## src/rtl/freq_gen_pkg.sv

```systemverilog
// Shared constants and types for the freq_gen DDS block.
// Bit-count sizing lives here so the top and the bench agree on counter range.
package freq_gen_pkg;

  localparam int ACC_W_DEF   = 28;
  localparam int TW_W_DEF    = 24;
  localparam int SYNC_STAGES = 2;

  // The bit counter must hold 0 .. tw_w+1 (the +1 is the saturation marker).
  function automatic int bit_cnt_width(input int tw_w);
    return $clog2(tw_w + 2);
  endfunction

  localparam int CNT_W_DEF = bit_cnt_width(TW_W_DEF);

  typedef enum logic [1:0] {
    LOAD_NONE   = 2'd0,
    LOAD_ACCEPT = 2'd1,
    LOAD_REJECT = 2'd2
  } load_res_e;

endpackage

```

## src/rtl/freq_gen_sync_edge.sv

```systemverilog
// Multi-flop synchronizer followed by a rising-edge strobe for one asynchronous pin.
// The strobe is held off until the chain has refilled after reset, so a level held across release is not an edge.
module sync_edge
  import freq_gen_pkg::*;
#(
  parameter int STAGES = SYNC_STAGES
) (
  input  logic clk,
  input  logic rst,
  input  logic din,
  output logic strobe
);

  logic [STAGES-1:0] sync_q;
  logic              prev_q;
  logic [STAGES:0]   arm_q;
  logic              level;

  assign level = sync_q[STAGES-1];

  always_ff @(posedge clk) begin
    if (rst) begin
      sync_q <= '0;
      prev_q <= 1'b0;
      arm_q  <= '0;
    end else begin
      sync_q <= {sync_q[STAGES-2:0], din};
      prev_q <= level;
      arm_q  <= {arm_q[STAGES-1:0], 1'b1};
    end
  end

  // arm_q fills one stage later than prev_q becomes valid, masking the reset-release artefact.
  assign strobe = arm_q[STAGES] & level & ~prev_q;

endmodule

```

## src/rtl/freq_gen.sv

```systemverilog
// Direct digital synthesis square-wave generator with a serially loaded tuning word.
// A word is committed only when exactly TW_W bits were shifted since the previous load strobe.
module freq_gen
  import freq_gen_pkg::*;
#(
  parameter int ACC_W = ACC_W_DEF,
  parameter int TW_W  = TW_W_DEF
) (
  input  logic            clk,
  input  logic            rst,
  input  logic            enable,
  input  logic            ser_clk,
  input  logic            ser_data,
  input  logic            ser_load,
  output logic            sig_out,
  output logic            edge_pulse,
  output logic [TW_W-1:0] tuning_word,
  output logic            load_ok,
  output logic            load_err
);

  localparam int               CNT_W    = bit_cnt_width(TW_W);
  localparam logic [CNT_W-1:0] CNT_FULL = CNT_W'(TW_W);
  localparam logic [CNT_W-1:0] CNT_SAT  = CNT_W'(TW_W + 1);

  logic                   clk_stb;
  logic                   load_stb;
  logic [SYNC_STAGES-1:0] data_q;
  logic                   data_s;

  logic [TW_W-1:0]  sr_q;
  logic [TW_W-1:0]  sr_shift;
  logic [CNT_W-1:0] cnt_q;
  logic [CNT_W-1:0] cnt_shift;
  load_res_e        load_res;
  logic             ok_q;
  logic             err_q;

  logic [ACC_W-1:0] acc_q;
  logic [ACC_W-1:0] tw_ext;
  logic             msb_q;
  logic             edge_q;

  sync_edge #(.STAGES(SYNC_STAGES)) u_clk_sync (
    .clk    (clk),
    .rst    (rst),
    .din    (ser_clk),
    .strobe (clk_stb)
  );

  sync_edge #(.STAGES(SYNC_STAGES)) u_load_sync (
    .clk    (clk),
    .rst    (rst),
    .din    (ser_load),
    .strobe (load_stb)
  );

  // Same depth as the ser_clk chain so data_s is the bit present when ser_clk rose.
  always_ff @(posedge clk) begin
    if (rst) begin
      data_q <= '0;
    end else begin
      data_q <= {data_q[SYNC_STAGES-2:0], ser_data};
    end
  end

  assign data_s = data_q[SYNC_STAGES-1];

  // A shift in the same cycle as a load lands first; the load judges the post-shift state.
  always_comb begin
    sr_shift  = sr_q;
    cnt_shift = cnt_q;
    load_res  = LOAD_NONE;
    if (clk_stb) begin
      sr_shift = {sr_q[TW_W-2:0], data_s};
      if (cnt_q != CNT_SAT) begin
        cnt_shift = cnt_q + 1'b1;
      end
    end
    if (load_stb) begin
      load_res = (cnt_shift == CNT_FULL) ? LOAD_ACCEPT : LOAD_REJECT;
    end
  end

  always_ff @(posedge clk) begin
    if (rst) begin
      sr_q        <= '0;
      cnt_q       <= '0;
      tuning_word <= '0;
      ok_q        <= 1'b0;
      err_q       <= 1'b0;
    end else begin
      ok_q  <= (load_res == LOAD_ACCEPT);
      err_q <= (load_res == LOAD_REJECT);
      if (load_stb) begin
        sr_q  <= '0;
        cnt_q <= '0;
      end else begin
        sr_q  <= sr_shift;
        cnt_q <= cnt_shift;
      end
      if (load_res == LOAD_ACCEPT) begin
        tuning_word <= sr_shift;
      end
    end
  end

  assign tw_ext = {{(ACC_W - TW_W){1'b0}}, tuning_word};

  // Phase is never reset by a load; a new word simply changes the step size.
  always_ff @(posedge clk) begin
    if (rst || !enable) begin
      acc_q  <= '0;
      msb_q  <= 1'b0;
      edge_q <= 1'b0;
    end else begin
      acc_q  <= acc_q + tw_ext;
      msb_q  <= acc_q[ACC_W-1];
      edge_q <= acc_q[ACC_W-1] & ~msb_q;
    end
  end

  assign sig_out    = acc_q[ACC_W-1] & ~rst;
  assign edge_pulse = edge_q & ~rst;
  assign load_ok    = ok_q & ~rst;
  assign load_err   = err_q & ~rst;

endmodule

```

## config.mk

```make
export PLATFORM = sky130hd
export DESIGN_NAME = freq_gen
export DESIGN_NICKNAME = d
export VERILOG_FILES = /design/src/rtl/freq_gen_pkg.sv /design/src/rtl/freq_gen_sync_edge.sv /design/src/rtl/freq_gen.sv
export SDC_FILE = /design/constraint.sdc
export NUM_CORES = 1
export LEC_CHECK = 0
export ABC_AREA = 1
export BUFFER_PORTS_ARGS = -buffer_cell sky130_fd_sc_hd__buf_4
export CAP_MARGIN = 25
export CELL_PAD_IN_SITES_DETAIL_PLACEMENT = 2
export CELL_PAD_IN_SITES_GLOBAL_PLACEMENT = 2
export CORE_MARGIN = 2
export CORE_UTILIZATION = 34
export CTS_CLUSTER_DIAMETER = 120
export CTS_CLUSTER_SIZE = 14
export DETAILED_ROUTE_END_ITERATION = 10
export PLACE_DENSITY = 0.79
export SLEW_MARGIN = 0
export SYNTH_ARGS = -nofsm -noshare
export SYNTH_HDL_FRONTEND = slang
export SYNTH_HIERARCHICAL = 1
export SYNTH_SLANG_ARGS = --single-unit
```

## constraint.sdc

```tcl
create_clock -name clk -period 2.09 [get_ports clk]
set_input_delay 0.209 -clock clk [delete_from_list [all_inputs] [get_ports clk]]
set_output_delay 0.209 -clock clk [all_outputs]
set_load 0.01 [all_outputs]
```

Yosys cells after proc, flatten, opt, wreduce, memory -nomap -nowiden. Cells that the tools add are included.

Bits in registers: 99. Latch bits: 0. Memory bits (writable): 0. Bits in read-only memories: 0. Input port bits: 6. Output and inout bits: 28. Logic and storage cells: 46. Memories kept: 0.

Add/sub/neg operators: 2. $mul: 0. Divide/modulo/power cells: 0. $lt $le $gt $ge: 0. Eq/ne operators: 4. Shifts and indexed selects: 0. Muxes and demuxes: 7. Bitwise gates (word level): 13. Reductions and logical operators: 3.

Operator list (count): $add A28 B24 Y28 (1); $mux W24 (1); $mux W5 (2); $and A1 B1 Y1 (9); $add A5 B1 Y5 const B (1); $eq A5 B5 Y1 const B (1); $ne A5 B5 Y1 const B (1); $mux W2 (2); $not A1 Y1 (4); $eq A2 B1 Y1 const B (1); $eq A2 B2 Y1 const B (1); $mux W1 (2); $reduce_or A2 Y1 (1); $logic_not A1 Y1 (1); $logic_or A1 B1 Y1 (1).

Depth between registers and ports, before layout.
Word-level depth: 7. Depth in mapped cells: 15. Mapped depth without buffers: 13.

Hierarchy. Netlist, hierarchy kept.

By module, submodules not included: freq_gen (times used 1, cells an instance 784, area an instance 5034.8 um^2, seq. area each 1741.7 um^2); sync_edge (times used 2, cells an instance 19, area an instance 168.9 um^2, seq. area each 120.1 um^2).

Worst setup path before layout. OpenSTA, ideal clock, no wires.

Path kind: register -> register. Start: register tuning_word[0]. End: register acc_q[12]. Setup time: 121 ps. Arrival: 1608 ps. Data required time: 1969 ps. Path slack: 361 ps. Cell stages (with the launch flop): 11. Buffers on the path: 0. Period minus slack after synthesis: 1729 ps. Cell sequence: dfxtp_1 > ha_1 > fa_1 > nand2_1 > nand3_1 > nand3_1 > nand2_1 > nand2_1 > nand2_1 > o21ai_0 > a21oi_1.

Cells in the longest elaborated chain, start to end: 1.

RTL lines: from (decl) (RTL line freq_gen.sv:17) `output logic [TW_W-1:0] tuning_word,`; from (signal assigned) (RTL line freq_gen.sv:103) `tuning_word <= sr_shift;`; $add A28 B24 Y28 (RTL line freq_gen.sv:117) `acc_q <= acc_q + tw_ext;`; to (signal assigned) (RTL line freq_gen.sv:117); to (decl) (RTL line freq_gen.sv:39) `logic [ACC_W-1:0] acc_q;`.

No other way between the ends. A chain may end at the register's enable or synchronous reset.

Worst setup path after layout.
Start: register u_load_sync.sync_q[1]. End: register sr_q[15].

Cells in the longest elaborated chain, start to end: 3.

RTL lines: from (decl) (RTL line freq_gen_sync_edge.sv:14) `logic [STAGES-1:0] sync_q;`; from (signal assigned) (RTL line freq_gen_sync_edge.sv:27) `sync_q <= {sync_q[STAGES-2:0], din};`; $and A1 B1 Y1 (2 in series) (RTL line freq_gen_sync_edge.sv:34) `assign strobe = arm_q[STAGES] & level & ~prev_q;`; via load_stb (RTL line freq_gen.sv:27) `logic load_stb;`; $reduce_or A2 Y1 (no line); to (signal assigned) (RTL line freq_gen.sv:99) `sr_q <= sr_shift;`; to (decl) (RTL line freq_gen.sv:31) `logic [TW_W-1:0] sr_q;`.

The timed path passes the listed nets, and every way through them passes these cells.

==> results.cfg <==
[sta]
fin_crit_sh = 0.9596
max_freq_ghz = 0.4986
setup_ws_ns = 0.08446
setup_viol = 0
slew_headroom = 0.3296
tightest_slew_ns = 1.005
min_period_ns = 2.006
finalMaxSlewViolations = 0
hold_viol = 0
finClkSkew_ns = 0.007496

[yosys]
synthArstFlopShare = 0
netlist_area_um2 = 5373
ys_ff_latch = 99
ys_seq_area_frac = 0.3689
yosysWarnings = 6
syn_avg_cell_area_um2 = 6.536
synthFlopType = dfxtp_1
synth-edff-count = 0
syn-num-nets = 855
synthCells = 822
netlist-cell-type-count = 29

[grt]
grt_pass1_wl_um = 30150
grt_max_degree = 30
gr-total-overflow = 0
grt_antenna_before_repair = 0
grt_pass1_vias = 5808
grt_use_total = 0.2319

[critical_path]
criticalPathCategory = flop to flop
crit_arrival_ns = 2.24
crit_buf_inv = 2
cp_slowest_cell = nor2_2
max_stage_delay_ns = 0.75
crit_path_cell_trace = nand2_1, nor2_2, inv_1, nand2_1, buf_4, nor2_1
crit_fanout = 29
cp_common_cell = nand2_1
cp.required_ns = 2.32
cp-end-kind = flop
crit_family = simple AND/OR/NAND/NOR gates
setup.worst_path.start_class = flop

[pwr]
p_leak_nw = 3.145
max-vdd-ir-drop_uv = 411.2
power_density_nw_per_um2 = 578.6

[detailed_routing]
drc_errors = 0
drtIter0Drc = 187
ant_nets = 0
wire_per_inst_um = 18.25
viasPerCell = 4.960
first_pass_iters = 4
routed_wl_um = 19790
vias = 5377

[layout]
stdcell_area_um2 = 6435
final_net_count = 901
diodes = 0
syn2layout_area_growth_pct = 19.77
drive_gt1_frac = 0.1363
fillers = 1906

[clock_tree]
clkTransAtPathRegs_ns = 0.08
worstSkewPairLatency_ns = 0.36
cts_hold_buf = 0
cts_tree = yes
cts_buffers = 9
cts_root_buf = clkbuf_16
cts.sinks = 99
htreeDepth = 3
cts_max_path_buffers = 2

[placement]
dpl.hpwl_um = 14170
placed_cell_area_um2 = 5888
dp_worst_setup_slack_ns = -0.1823
gp_congestion = 0.8396
io_buffers = 33

[die]
rows = 45
die_h_um = 129.7
start_util = 0.3508
die-width_um = 129.7
io_pins = 34
design.die.area_um2 = 16820
core_area_um2 = 15310

[flow_run]
drv_cap = 0

[min_path]
min_path_type = input port to flop

[status]
status = complete, no violations
[routing by layer]
layer | track usage | wire [um] | vias to the layer above
met3 | 0.04182 | 530 | 29
met2 | 0.4145 | 10110 | 61
met5 | 0 | 0 | -
met4 | 0.07653 | 426 | 0
met1 | 0.2814 | 8722 | 2653
li1 | - | - | 2634
[cell usage after synthesis (2+ instances only)]
master,number,area (um^2)
a21oi_1,37,185.2
and2_1,2,12.51
buf_1,4,15.01
buf_2,8,40.04
buf_4,2,15.01
buf_6,2,22.52
clkbuf_1,5,18.77
clkinv_1,2,7.510
dfxtp_1,99,1982
ha_1,26,325.3
inv_1,151,566.8
inv_2,2,7.510
mux2i_1,20,200.2
nand2_1,229,859.6
nand3_1,31,155.2
nand3b_1,2,15.01
nand4_1,34,212.7
nor2_1,129,484.2
nor2_4,2,22.52
nor3_1,9,45.04
o21ai_0,16,80.08
o21bai_1,3,22.52
[sequential cells by signal, summed over array words and instances (netlist names)]
register	flops
acc_q	28
err_q	1
msb_q	1
ok_q	1
u_load_sync/sync_q	2
u_clk_sync/arm_q	3
u_clk_sync/sync_q	2
cnt_q	5
sr_q	24
u_load_sync/prev_q	1
tuning_word	24
data_q	2
u_clk_sync/prev_q	1
u_load_sync/arm_q	3
edge_q	1
[layout make-up]
type / count / area [um^2] / area share
repair buffers: 53 / 445.4 / 0.06922
multi-input cells: 550 / 2867 / 0.4455
well taps: 211 / 264.0 / 0.04103
clock buffers: 10 / 229.0 / 0.03558
inverters: 155 / 581.8 / 0.09041
clock inverters: 6 / 62.56 / 0.009722
flip-flops and latches: 99 / 1986 / 0.3086
[power by group]
group | switching [W] | total [W] | internal [W] | leakage [nW]
combinational | 0.0000682 | 0.0000958 | 0.0000276 | 2.20
sequential | 0.00000474 | 0.00190 | 0.00190 | 0.802
clock | 0.000872 | 0.00173 | 0.000854 | 0.145
total | 0.000945 | 0.00372 | 0.00278 | 3.15
[final timing paths]
| path | start | endpoint | slack, ns | cells past startpoint |
|---|---|---|---|---|
| worst min register to register | data_q[0] | data_q[1] | 0.41 | 2 |
| worst max-delay path | u_load_sync/sync_q[1] | sr_q[15] | 0.08 | 6 |
| worst min-delay path | ser_load | u_load_sync/sync_q[0] | 0.05 | 3 |
| worst max register to register | u_load_sync/sync_q[1] | sr_q[15] | 0.08 | 6 |
[repair_timing]
action	4_1_cts	5_1_grt
pin swaps	1	12
setup endpoints to repair	8	37
gates resized for setup	2	50
gates cloned	0	3
buffers inserted	1	5
[cells by family (layout without fill, tap and decap cells)]
family / count (synthesis) / after routing / share of synthesized area
flip-flops: 99 / 99 / 0.3689
AO/OA/AOI/OAI: 58 / 58 / 0.05636
AND/OR/NAND/NOR: 441 / 444 / 0.3426
multiplexers: 20 / 20 / 0.03726
XOR/XNOR: 1 / 1 / 0.001630
adder cells (fa/ha/maj): 27 / 27 / 0.06428
buffers and inverters: 176 / 224 / 0.1290
[placed cells by master, fill, tap and decap left out, types with 2 or more instances in the layout]
cell	netlist	routed
inv_6	0	2
a21oi_1	37	36
nor3_2	0	2
o21bai_1	3	3
nand2_2	0	17
o21ai_1	0	2
nor2_1	129	120
inv_1	151	150
nand3_1	31	30
clkbuf_16	0	9
ha_1	26	21
nand3_2	1	2
nor3_1	9	7
inv_2	2	3
nor2_2	0	6
dfxtp_1	99	96
clkinv_1	2	2
o21ai_0	16	14
nand2_1	229	212
buf_12	0	2
ha_2	0	5
nor2_4	2	5
buf_6	2	4
nand3_4	1	4
mux2i_1	20	20
dfxtp_2	0	3
nand3b_1	2	2
buf_4	2	46
nand4_1	34	34
inv_8	0	4
[through the flow]
| step | total power (W) | std cells | hold slack, ns | TNS (ns) | util |
|---|---|---|---|---|---|
| 4_1_cts | 0.003754 | 1076 | 0.04266 | -0.05334 | 0.4043 |
| 3_5_place_dp | 0.002038 | 1059 | 0.4050 | -0.5108 | 0.3845 |
| 2_1_floorplan | 0.001998 | 822 | 0.2655 | 0 | - |
| 5_1_grt | 0.003856 | 1084 | 0.06959 | -1.358 | 0.4202 |
| 3_3_place_gp | 0.002033 | 1059 | 0.3796 | -0.2752 | 0.3845 |
| 6_report | 0.003723 | 1084 | 0.05042 | 0 | 0.4202 |
[tightest hold or removal path, stage by stage]
cell and delay, ns:
buf_4 0.08, inv_1 0.03, nor2_1 0.06
No activity file was read; power rests on OpenSTA's default activity.
